### src/rtl/elev_pkg.sv
// Shared elevator-board constants: FSM state encodings and the board clock rate.
package elev_pkg;

  localparam int unsigned CLK_HZ = 50000000;

  typedef enum logic [1:0] {
    ST_IDLE = 2'd0,
    ST_ON   = 2'd1,
    ST_OFF  = 2'd2
  } blink_state_e;

endpackage

### src/rtl/led_blink_driver.sv
// Stretches a 1-cycle event pulse into BLINKS visible high/low pairs on one output pin.
module led_blink_driver
  import elev_pkg::*;
#(
  parameter int unsigned HALF_PERIOD = CLK_HZ / 4,
  parameter int unsigned BLINKS      = 3,
  parameter int unsigned CNT_W       = 24,
  parameter int unsigned BLK_W       = 4
) (
  input  logic clk,
  input  logic rst_n,
  input  logic trig,
  input  logic cancel,
  output logic led,
  output logic busy,
  output logic done
);

  localparam logic [CNT_W-1:0] CNT_LAST = CNT_W'(HALF_PERIOD - 1);
  localparam logic [BLK_W-1:0] BLK_LAST = BLK_W'(BLINKS - 1);

  blink_state_e     state;
  logic [CNT_W-1:0] cnt;
  logic [BLK_W-1:0] blk;
  logic             cnt_tc;
  logic             blk_tc;

  assign cnt_tc = (cnt == CNT_LAST);
  assign blk_tc = (blk == BLK_LAST);

  always_ff @(posedge clk or negedge rst_n) begin
    if (!rst_n) begin
      state <= ST_IDLE;
      cnt   <= '0;
      blk   <= '0;
      led   <= 1'b0;
      busy  <= 1'b0;
      done  <= 1'b0;
    end else begin
      done <= 1'b0;
      if (cancel) begin
        state <= ST_IDLE;
        cnt   <= '0;
        blk   <= '0;
        led   <= 1'b0;
        busy  <= 1'b0;
      end else if (trig) begin
        // Retrigger restarts from the first blink, even on the final terminal count.
        state <= ST_ON;
        cnt   <= '0;
        blk   <= '0;
        led   <= 1'b1;
        busy  <= 1'b1;
      end else begin
        case (state)
          ST_ON: begin
            if (cnt_tc) begin
              state <= ST_OFF;
              cnt   <= '0;
              led   <= 1'b0;
            end else begin
              cnt <= cnt + 1'b1;
            end
          end
          ST_OFF: begin
            if (cnt_tc) begin
              cnt <= '0;
              if (blk_tc) begin
                state <= ST_IDLE;
                blk   <= '0;
                busy  <= 1'b0;
                done  <= 1'b1;
              end else begin
                state <= ST_ON;
                blk   <= blk + 1'b1;
                led   <= 1'b1;
              end
            end else begin
              cnt <= cnt + 1'b1;
            end
          end
          default: begin
            state <= ST_IDLE;
            cnt   <= '0;
            blk   <= '0;
            led   <= 1'b0;
            busy  <= 1'b0;
          end
        endcase
      end
    end
  end

endmodule
### config.mk
export PLATFORM = sky130hd
export DESIGN_NAME = led_blink_driver
export DESIGN_NICKNAME = d
export VERILOG_FILES = /design/src/rtl/elev_pkg.sv /design/src/rtl/led_blink_driver.sv
export SDC_FILE = /design/constraint.sdc
export NUM_CORES = 1
export LEC_CHECK = 0
export BUFFER_PORTS_ARGS = -buffer_cell sky130_fd_sc_hd__buf_4
export CORE_ASPECT_RATIO = 1.5
export CORE_MARGIN = 2
export CORE_UTILIZATION = 50
export CTS_CLUSTER_DIAMETER = 60
export DETAILED_ROUTE_END_ITERATION = 10
export MAX_ROUTING_LAYER = met4
export PLACE_DENSITY = 0.69
export SETUP_SLACK_MARGIN = 0.4
export SKIP_CTS_REPAIR_TIMING = 1
export SLEW_MARGIN = 25
export SYNTH_ARGS = -nofsm -noshare
export SYNTH_HDL_FRONTEND = slang
export SYNTH_SLANG_ARGS = --single-unit
### constraint.sdc
create_clock -name clk -period 2.82 [get_ports clk]
set_clock_uncertainty 0.05 [all_clocks]
set_input_delay 0.564 -clock clk [delete_from_list [all_inputs] [get_ports clk]]
set_output_delay 0.564 -clock clk [all_outputs]
set_load 0.02 [all_outputs]
==> flow_summary.json, run 1 <==
{
  "worst_pin_slew_ps": 557.3,
  "cts-root-buf": "clkbuf_8",
  "initial_utilization_pct": 52.67,
  "tritoncts": "yes",
  "power.switching_uw": 196.6,
  "critPathRequiredTime_ps": 2990,
  "insertion_delay_ps": 290,
  "grt_start_max_net_pins": 34,
  "slew_violations": 0,
  "setup_tns_ps": 0,
  "routedWlPerCell_um": 14.57,
  "drt_iter0_markers": 47,
  "placed_area_um2": 1807,
  "syn_inst": 179,
  "drive_gt1_share_pct": 12.24,
  "finalHoldViolCount": 0,
  "path_delay_family": "simple AND/OR/NAND/NOR gates",
  "rows": 25,
  "power_uw": 869.0,
  "core-area_um2": 3191,
  "synth.distinct_cells": 27,
  "seqPwrFrac_pct": 55.6,
  "hold_path.class": "in -> async",
  "synth_nets": 189,
  "regToRegSetupSlack_ps": 180,
  "stdcell_count": 236,
  "crit_arrival_ps": 2810,
  "rsz0062_at_grt": "yes",
  "seq_area_um2": 825.8,
  "hpwl_um": 2387,
  "grt_most_used_layer": "met2",
  "wl_um": 3439,
  "grt_use_met1_pct": 22.09,
  "power_density_nw_per_um2": 448.1,
  "drc_errors": 0,
  "grt_use_met3_pct": 5.952,
  "crit_fanout": 4,
  "drtPass1Iterations": 4,
  "grt_util_all_layers_pct": 21.18,
  "die_h_um": 75,
  "cts_buffers": 5,
  "cts_sinks": 33,
  "multi_input_area_um2": 850.8,
  "cp-end-kind": "register",
  "crit_chain": "or4b_1, or4_4, or4_4, or4_1, nand3_1",
  "syn_to_final_growth_pct": 15.41,
  "vias_per_cell": 5.517,
  "worstSetupPathDepth": 5,
  "p_leak_uw": 0.0008317,
  "htree_levels": 2,
  "rr_worst_depth": 5,
  "pwr-share-comb_pct": 6.0,
  "fin_crit_sh_pct": 93.65,
  "outcome": "complete, no violations",
  "crit_path_frequent_cell": "or4_4",
  "yosysSeqAreaShare_pct": 49.14,
  "gr-total-overflow": 0,
  "finalNetCount": 205,
  "p_int_uw": 672.3,
  "finalCriticalPeriod_ps": 2641,
  "start_kind": "register",
  "place.gp.congestion": 0.8581,
  "syn_area_um2": 1680,
  "antenna_found_initial": 0,
  "drv_cap": 0,
  "fmax_mhz": 378.7,
  "final_area_um2": 1939,
  "syn_area_per_cell_um2": 9.387,
  "n_antenna_cell": 0,
  "r2r_end": "blk[3]",
  "port_buffers": 6,
  "fill_cells": 287,
  "power_frac_clock_pct": 38.4,
  "grt_pass1_vias": 1271,
  "vdd_drop_max_v": 0.0003427,
  "crit_buf_inv": 0,
  "grt_use_met2_pct": 36.94,
  "clk_pin_slew_worst_paths_ps": 60,
  "ys_ff_latch": 33,
  "yosysWarnings": 0,
  "max_stage_delay_ps": 540,
  "dp_cells": 226,
  "vias": 1302,
  "grt_pass1_wl_um": 5678,
  "worst_path_max_delay_cell": "or4_4",
  "cts_buffer_depth": 2,
  "ant_nets": 0,
  "rr_startpoint": "cnt[5]",
  "critical_path_class": "reg -> reg",
  "dieArea_um2": 3850,
  "die_w_um": 51.34,
  "io_pins": 7,
  "p_sw_share_pct": 22.63,
  "relSlewSlack_pct": 62.56,
  "finalSetupViolations": 0
}
==> metrics by stage <==
stage               setup slack (ps)  util [%]  hold WS (ps)
floorplan                      160.9         -         218.4
CTS                            142.9     59.14         172.1
global placement               241.4     56.63         449.6
global route                   143.0     60.78         185.6
detailed placement             163.3     56.63         456.2
finish                         179.1     60.78         163.3
==> power by group through the flow <==
stage	Clock (µW)	Sequential, µW	Combinational (µW)
after floorplan	0	494	24.7
after global placement	0	492	51.5
after detailed placement	0	492	52.7
after CTS	349	483	53.0
after global routing	369	483	58.5
final	333	483	52.5
==> cell type report <==
cell class | count | area share [%]
Sequential cell | 33 | 42.58
Clock buffer | 8 | 4.129
Timing Repair Buffer | 13 | 5.871
Inverter | 5 | 0.9677
Tap cell | 40 | 2.581
Multi-Input combinational cell | 137 | 43.87
==> cell usage after synthesis (all sizes together) <==
cell type  count  share of area (%)
and2           1               0.37
nand3         17                5.1
o41ai          1               0.52
xnor2          5                2.6
or4b           1               0.60
nand4          8                3.0
xor2          17                8.9
mux2i          1               0.60
clkbuf         1               0.22
a21oi          3               0.89
dfrtp         33                 49
mux2           1               0.67
nor2b          1               0.37
nand3b         2               0.89
nor2          36                8.0
a22o           1               0.52
nor4           2               0.74
o21ai          4                1.2
nand2         15                3.4
ha             6                4.5
and3           3                1.1
inv            5                1.1
a21o           1               0.45
nor3           4                1.2
or4            4                1.8
o211ai         3                1.3
buf            3               0.89
==> logic make-up after synthesis <==
family / count (synthesis) / synth area share [%]
mux: 2 / 1.266
xor+xnor: 22 / 11.47
buf+inv: 9 / 2.233
simple gates: 94 / 26.51
flops: 33 / 49.14
fa+ha+maj: 6 / 4.467
compound gates: 13 / 4.914
==> flip-flops by register name, indices dropped and copies added, names as in the netlist <==
register	count
cnt	24
blk	4
state	2
busy	1
done	1
led	1
==> cell usage in the layout, fill, tap and decap left out, drive strengths merged, types with 4 or more instances in the layout <==
cell type / count
nor2: 36
dfrtp: 33
nand3: 17
xor2: 17
nand2: 15
buf: 13
nand4: 8
clkbuf: 8
ha: 6
inv: 5
xnor2: 5
nor3: 4
or4: 4
o21ai: 4
==> routing by layer <==
metal,routed length [µm],up-vias
met4,39,0
met5,0,-
li1,-,649
met3,113,4
met1,1416,624
met2,1869,25
==> worst max path at each step <==
stage / start / endpoint
floorplan: cnt[22] / blk[3]
global placement: cnt[22] / blk[3]
detailed placement: cnt[5] / blk[2]
CTS: cnt[5] / blk[2]
global route: cnt[22] / blk[2]
finish: cnt[5] / blk[3]
(Power assumes the default switching activity.)
==> inputs of run 2 (changes only) <==
--- a/config.mk
+++ b/config.mk
@@ -5,6 +5,7 @@
 export SDC_FILE = /design/constraint.sdc
 export NUM_CORES = 1
 export LEC_CHECK = 0
+export ABC_AREA = 1
 export BUFFER_PORTS_ARGS = -buffer_cell sky130_fd_sc_hd__buf_4
 export CORE_ASPECT_RATIO = 1.5
 export CORE_MARGIN = 2
==> run 2 against run 1 <==
Setup slack gained 680 ps. Sequential share of layout area shrank 5.5 points. Cell count grew 57%. Die area grew 21%. Total power grew 0.29%. Sequential power is essentially flat. Non-clock buffer count shrank 7. Via count grew 39%.
==> flow_summary.json, run 2 <==
{
  "finalSetupViolations": 0,
  "synth_xor_area_share_pct": 2.555,
  "port_buffers": 6,
  "largest_reg_flops": 24,
  "synth_commonest_cells": "94 x nand2_1, 73 x nor2_1, 48 x inv_1",
  "routedWlPerCell_um": 11.89,
  "vias_per_cell": 4.884,
  "finalHoldViolCount": 0,
  "vdd_drop_max_v": 0.0003508,
  "crit_arrival_ps": 2080,
  "yosysWarnings": 0,
  "wl_um": 4399,
  "finalNetCount": 334,
  "drt_iter0_markers": 62,
  "power_density_nw_per_um2": 391.8,
  "synth_simple_gate_area_share_pct": 41.36,
  "ys_ff_latch": 33,
  "die_h_um": 82.56,
  "place.gp.congestion": 0.9087,
  "dpl_worst_slack_ps": 861.8,
  "layout_commonest_cell": "nand2_1",
  "grt_util_all_layers_pct": 22.31,
  "synth_fa_ha_area_share_pct": 3.650,
  "relSlewSlack_pct": 72.33,
  "synth_edf_count": 0,
  "fill_cells": 417,
  "placed_area_um2": 2142,
  "antenna_found_initial": 0,
  "cp-end-kind": "register",
  "clk_pin_slew_worst_paths_ps": 70,
  "drv_cap": 0,
  "worst_path_max_delay_cell": "dfrtp_1",
  "yosysSeqAreaShare_pct": 40.15,
  "gr-total-overflow": 0,
  "synth_nets": 323,
  "cts_buffers": 5,
  "initial_utilization_pct": 51.96,
  "reg.largest.list": "cnt: 24 flops, blk: 4 flops, state: 2 flops",
  "syn_area_per_cell_um2": 6.572,
  "syn_inst": 313,
  "drive_gt1_share_pct": 6.462,
  "setup_ws_ps": 863.7,
  "grt_pass1_vias": 1743,
  "final_area_um2": 2225,
  "ant_nets": 0,
  "rsz0062_at_grt": "no",
  "critical_path_class": "reg -> reg",
  "core-area_um2": 3959,
  "insertion_delay_ps": 290,
  "regToRegSetupSlack_ps": 860,
  "crit_fanout": 14,
  "vias": 1807,
  "crit_chain": "ha_1, nand3_1, nor2_1, nand3_1, nand2_1, inv_2, nand2_1, nor2_1",
  "critPathRequiredTime_ps": 2950,
  "rows": 28,
  "htree_levels": 2,
  "cts_buffer_depth": 2,
  "grt_pass1_wl_um": 7645,
  "start_kind": "register",
  "synth_top_family_by_area": "simple AND/OR/NAND/NOR gates",
  "crit_buf_inv": 1,
  "yosysMostFrequentCell": "nand2_1",
  "cts_sinks": 33,
  "netlist.area_leader.share_pct": 40.15,
  "ys.flop_type": "dfrtp_1",
  "outcome": "complete, no violations",
  "io_pins": 7,
  "hpwl_um": 3458,
  "finalCriticalPeriod_ps": 1956,
  "fmax_mhz": 511.2,
  "yosys-mux-area-fraction_pct": 0,
  "setup_tns_ps": 0,
  "dieArea_um2": 4654,
  "max_stage_delay_ps": 410,
  "async_flop_share_pct": 100.0,
  "syn_to_final_growth_pct": 8.151,
  "n_antenna_cell": 0,
  "synth.distinct_cells": 21,
  "largest-register": "cnt",
  "drtPass1Iterations": 4,
  "die_w_um": 56.37,
  "worst_pin_slew_ps": 415.1,
  "tritoncts": "yes",
  "hold_path.class": "in -> async",
  "synthTopCellsByArea": "dfrtp_1 40%, nand2_1 17%, nor2_1 13%",
  "p_leak_uw": 0.001110,
  "fin_crit_sh_pct": 69.37,
  "grt_start_max_net_pins": 34,
  "synth_top_cell_by_area": "dfrtp_1",
  "drc_errors": 0,
  "slew_violations": 0,
  "cts-root-buf": "clkbuf_8",
  "final_cell_mix": "94 x nand2_1, 73 x nor2_1, 48 x inv_1",
  "synth-compound-area-share_pct": 2.372,
  "path_delay_family": "simple AND/OR/NAND/NOR gates",
  "syn_area_um2": 2057,
  "dp_cells": 362,
  "stdcell_count": 370
}
[run 2: cell types whose count changed in the layout (fill, tap and decap cells not counted), moves of 5 or more]
cell     delta
xor2_1     -13
inv_1      +43
nor3_1      +5
buf_4       -5
nor2_1     +37
nand2_1    +79
[run 2: stage by stage]
| step | total power [µW] | hold slack, ps | utilization [%] |
|---|---|---|---|
| final | 871.5 | 155.8 | 56.19 |
| after global placement | 533.4 | 412.1 | 54.11 |
| after floorplan | 513.5 | 218.4 | - |
| after detailed placement | 534.2 | 417.7 | 54.11 |
| after global routing | 906.0 | 189.3 | 56.19 |
| after CTS | 881.0 | 171.1 | 56.19 |
[run 2: cells by family after synthesis]
family,Yosys count
AOI/OAI and AO/OA,9
xor gates and xnor gates,6
adders and majority gates,6
buffers and inverters,52
DFF,33
and+or+nand+nor,207
[run 2: power by group]
group          leakage (µW)  switching [µW]  internal, µW  total, µW
sequential         0.000457            3.50           478        481
combinational      0.000608            30.0          12.3       42.3
clock             0.0000450             177           171        348
[run 2: metal layers]
metal / GRT usage, % / share of wire, %
met5: - / 0
met1: 21.57 / 41
met2: 42.82 / 53
met3: 3.427 / 2.3
met4: 11.43 / 3.3
[run 2: final timing paths]
path,from,end,cells past startpoint
worst min-delay path,rst_n,cnt[7],1
worst max register to register,cnt[0],cnt[18],8
worst min register to register,led,led,2
max in group asynchronous,rst_n,cnt[1],1
worst max-delay path,cnt[0],cnt[18],8
min in group clk,led,led,2
[run 2: area by class of cell]
cell class / instances / area (µm²) / share of cell area, %
Clock inverter: 2 / 10.01 / 0.4499
Multi-Input combinational cell: 228 / 1027 / 46.18
Timing Repair Buffer: 6 / 45.04 / 2.025
Inverter: 50 / 187.7 / 8.436
Tap cell: 45 / 56.30 / 2.531
Clock buffer: 6 / 72.57 / 3.262
Sequential cell: 33 / 825.8 / 37.12
==> inputs of run 3 (changes only) <==
--- a/config.mk
+++ b/config.mk
@@ -13,7 +13,7 @@
 export CTS_CLUSTER_DIAMETER = 60
 export DETAILED_ROUTE_END_ITERATION = 10
 export MAX_ROUTING_LAYER = met4
-export PLACE_DENSITY = 0.69
+export PLACE_DENSITY = 0.66
 export SETUP_SLACK_MARGIN = 0.4
 export SKIP_CTS_REPAIR_TIMING = 1
 export SLEW_MARGIN = 25
==> constraint.sdc (replaced) <==
create_clock -name clk -period 1.85 [get_ports clk]
set_clock_uncertainty 0.05 [all_clocks]
set_input_delay 0.37 -clock clk [delete_from_list [all_inputs] [get_ports clk]]
set_output_delay 0.37 -clock clk [all_outputs]
set_load 0.02 [all_outputs]
==> run 3 against run 2 <==
Clock power up 56%. Setup slack worse by 510 ps. Non-clock buffer count up 21. Via count rose by 9.2%. Critical path depth fell by 1. Hold slack gained 96 ps. Register-to-register slack worse by 510 ps. Sequential share of layout area decreased by 5.5 points. Sequential power increased by 53%.
==> flow_summary.json, run 3 (synthesis results as in run 2) <==
{
  "htree_levels": 2,
  "crit_path_frequent_cell": "nor2_1",
  "fill_cells": 376,
  "critPathRequiredTime_ps": 1980,
  "drt_iter0_markers": 90,
  "drv_cap": 0,
  "cts-root-buf": "clkbuf_8",
  "routedWlPerCell_um": 13.04,
  "vias_per_cell": 5.049,
  "dieArea_um2": 4654,
  "crit_fanout": 5,
  "grt_util_all_layers_pct": 22.82,
  "max_stage_delay_ps": 430,
  "io_pins": 7,
  "clk_pin_slew_worst_paths_ps": 70,
  "vias": 1974,
  "layout_commonest_cell": "nand2_1",
  "rr_worst_depth": 7,
  "initial_utilization_pct": 51.96,
  "largest_reg_flops": 24,
  "cts_sinks": 33,
  "hold_ws_ps": 251.6,
  "setup_tns_ps": 0,
  "ant_nets": 0,
  "insertion_delay_ps": 290,
  "final_cell_mix": "78 x nand2_1, 55 x nor2_1, 46 x inv_1",
  "finalSetupViolations": 0,
  "path_delay_family": "simple AND/OR/NAND/NOR gates",
  "antenna_found_initial": 0,
  "regToRegSetupSlack_ps": 360,
  "worst_pin_slew_ps": 413.5,
  "hold_path.class": "in -> reg",
  "rows": 28,
  "critical_path_class": "reg -> reg",
  "syn_to_final_growth_pct": 28.59,
  "vdd_drop_max_v": 0.0004122,
  "p_leak_uw": 0.001230,
  "largest-register": "cnt",
  "gr-total-overflow": 0,
  "cp-end-kind": "register",
  "drive_gt1_share_pct": 27.75,
  "worstSetupPathDepth": 7,
  "die_w_um": 56.37,
  "core-area_um2": 3959,
  "drc_errors": 0,
  "reg.largest.list": "cnt: 24 flops, blk: 4 flops, state: 2 flops",
  "wl_um": 5097,
  "hpwl_um": 3650,
  "power_uw": 1374,
  "crit_arrival_ps": 1620,
  "final_area_um2": 2645,
  "outcome": "complete, no violations",
  "finalCriticalPeriod_ps": 1493,
  "worst_path_max_delay_cell": "dfrtp_2",
  "finalHoldViolCount": 0,
  "relSlewSlack_pct": 72.43,
  "cts_buffers": 5,
  "crit_chain": "nand2_1, nor2_2, nand2_2, nor2_4, nand4_1, nor2_1, nor2_1",
  "finalNetCount": 355,
  "dp_cells": 364,
  "seq_area_um2": 837.1,
  "port_buffers": 6,
  "tritoncts": "yes",
  "cts_buffer_depth": 2,
  "grt_start_max_net_pins": 34,
  "power_density_nw_per_um2": 519.3,
  "multi_input_area_um2": 1240,
  "fmax_mhz": 669.6,
  "n_antenna_cell": 0,
  "placed_area_um2": 2170,
  "grt_pass1_wl_um": 7769,
  "fin_crit_sh_pct": 80.73,
  "grt_pass1_vias": 1777,
  "place.gp.congestion": 0.9113,
  "drtPass1Iterations": 4,
  "start_kind": "register",
  "slew_violations": 0,
  "stdcell_count": 391,
  "crit_buf_inv": 0,
  "rsz0062_at_grt": "yes",
  "die_h_um": 82.56,
  "whs_path_depth": 3
}
## run 3: cell types whose count changed in the layout (fill, tap and decap cells not counted), moves of 9 or more
cell and delta:
dfrtp_2 +9, buf_4 +18, nand2_1 -16, dfrtp_1 -9, nand2_2 +13, nor2_2 +12
nor2_1 -18
## run 3: final cells by class
cell class                 instances  share of cell area, %
clock buffer                       5                  2.602
multi-input combinational        228                  46.88
timing repair buffer              27                  8.704
inverter                          50                  7.379
tap                               45                  2.129
sequential                        33                  31.65
clock inverter                     3                 0.6623
## run 3: final timing paths
kind | start | end
setup reg to reg | cnt[3] | cnt[21]
min in group asynchronous | rst_n | cnt[13]
hold / removal | trig | busy
max in group asynchronous | rst_n | cnt[12]
setup / recovery | cnt[3] | cnt[21]
hold reg to reg | busy | busy
## run 3: per-stage QoR
stage          utilization, %  setup slack (ps)
2_1_floorplan               -             419.0
3_3_place_gp            54.80             283.6
3_5_place_dp            54.80             223.1
4_1_cts                 56.98             190.1
5_1_grt                 66.81             293.7
6_report                66.81             356.6
## run 3: metal layers
layer	global-route usage, %	part of all wire, %	vias to the layer above
met5	-	0	-
met4	10.00	1.9	0
met3	3.271	2.4	8
met2	44.24	57	34
met1	22.56	39	922
li1	-	-	1010
## run 3: power breakdown
part           leakage [µW]  switching (µW)  internal [µW]
Clock             0.0000439             285            259
Sequential         0.000442            6.98            728
Combinational      0.000744            58.7           35.9
## run 3: worst min-delay path: stages
cell     delay (ps)
buf_4            90
nand2_1          50
nand2_1          50
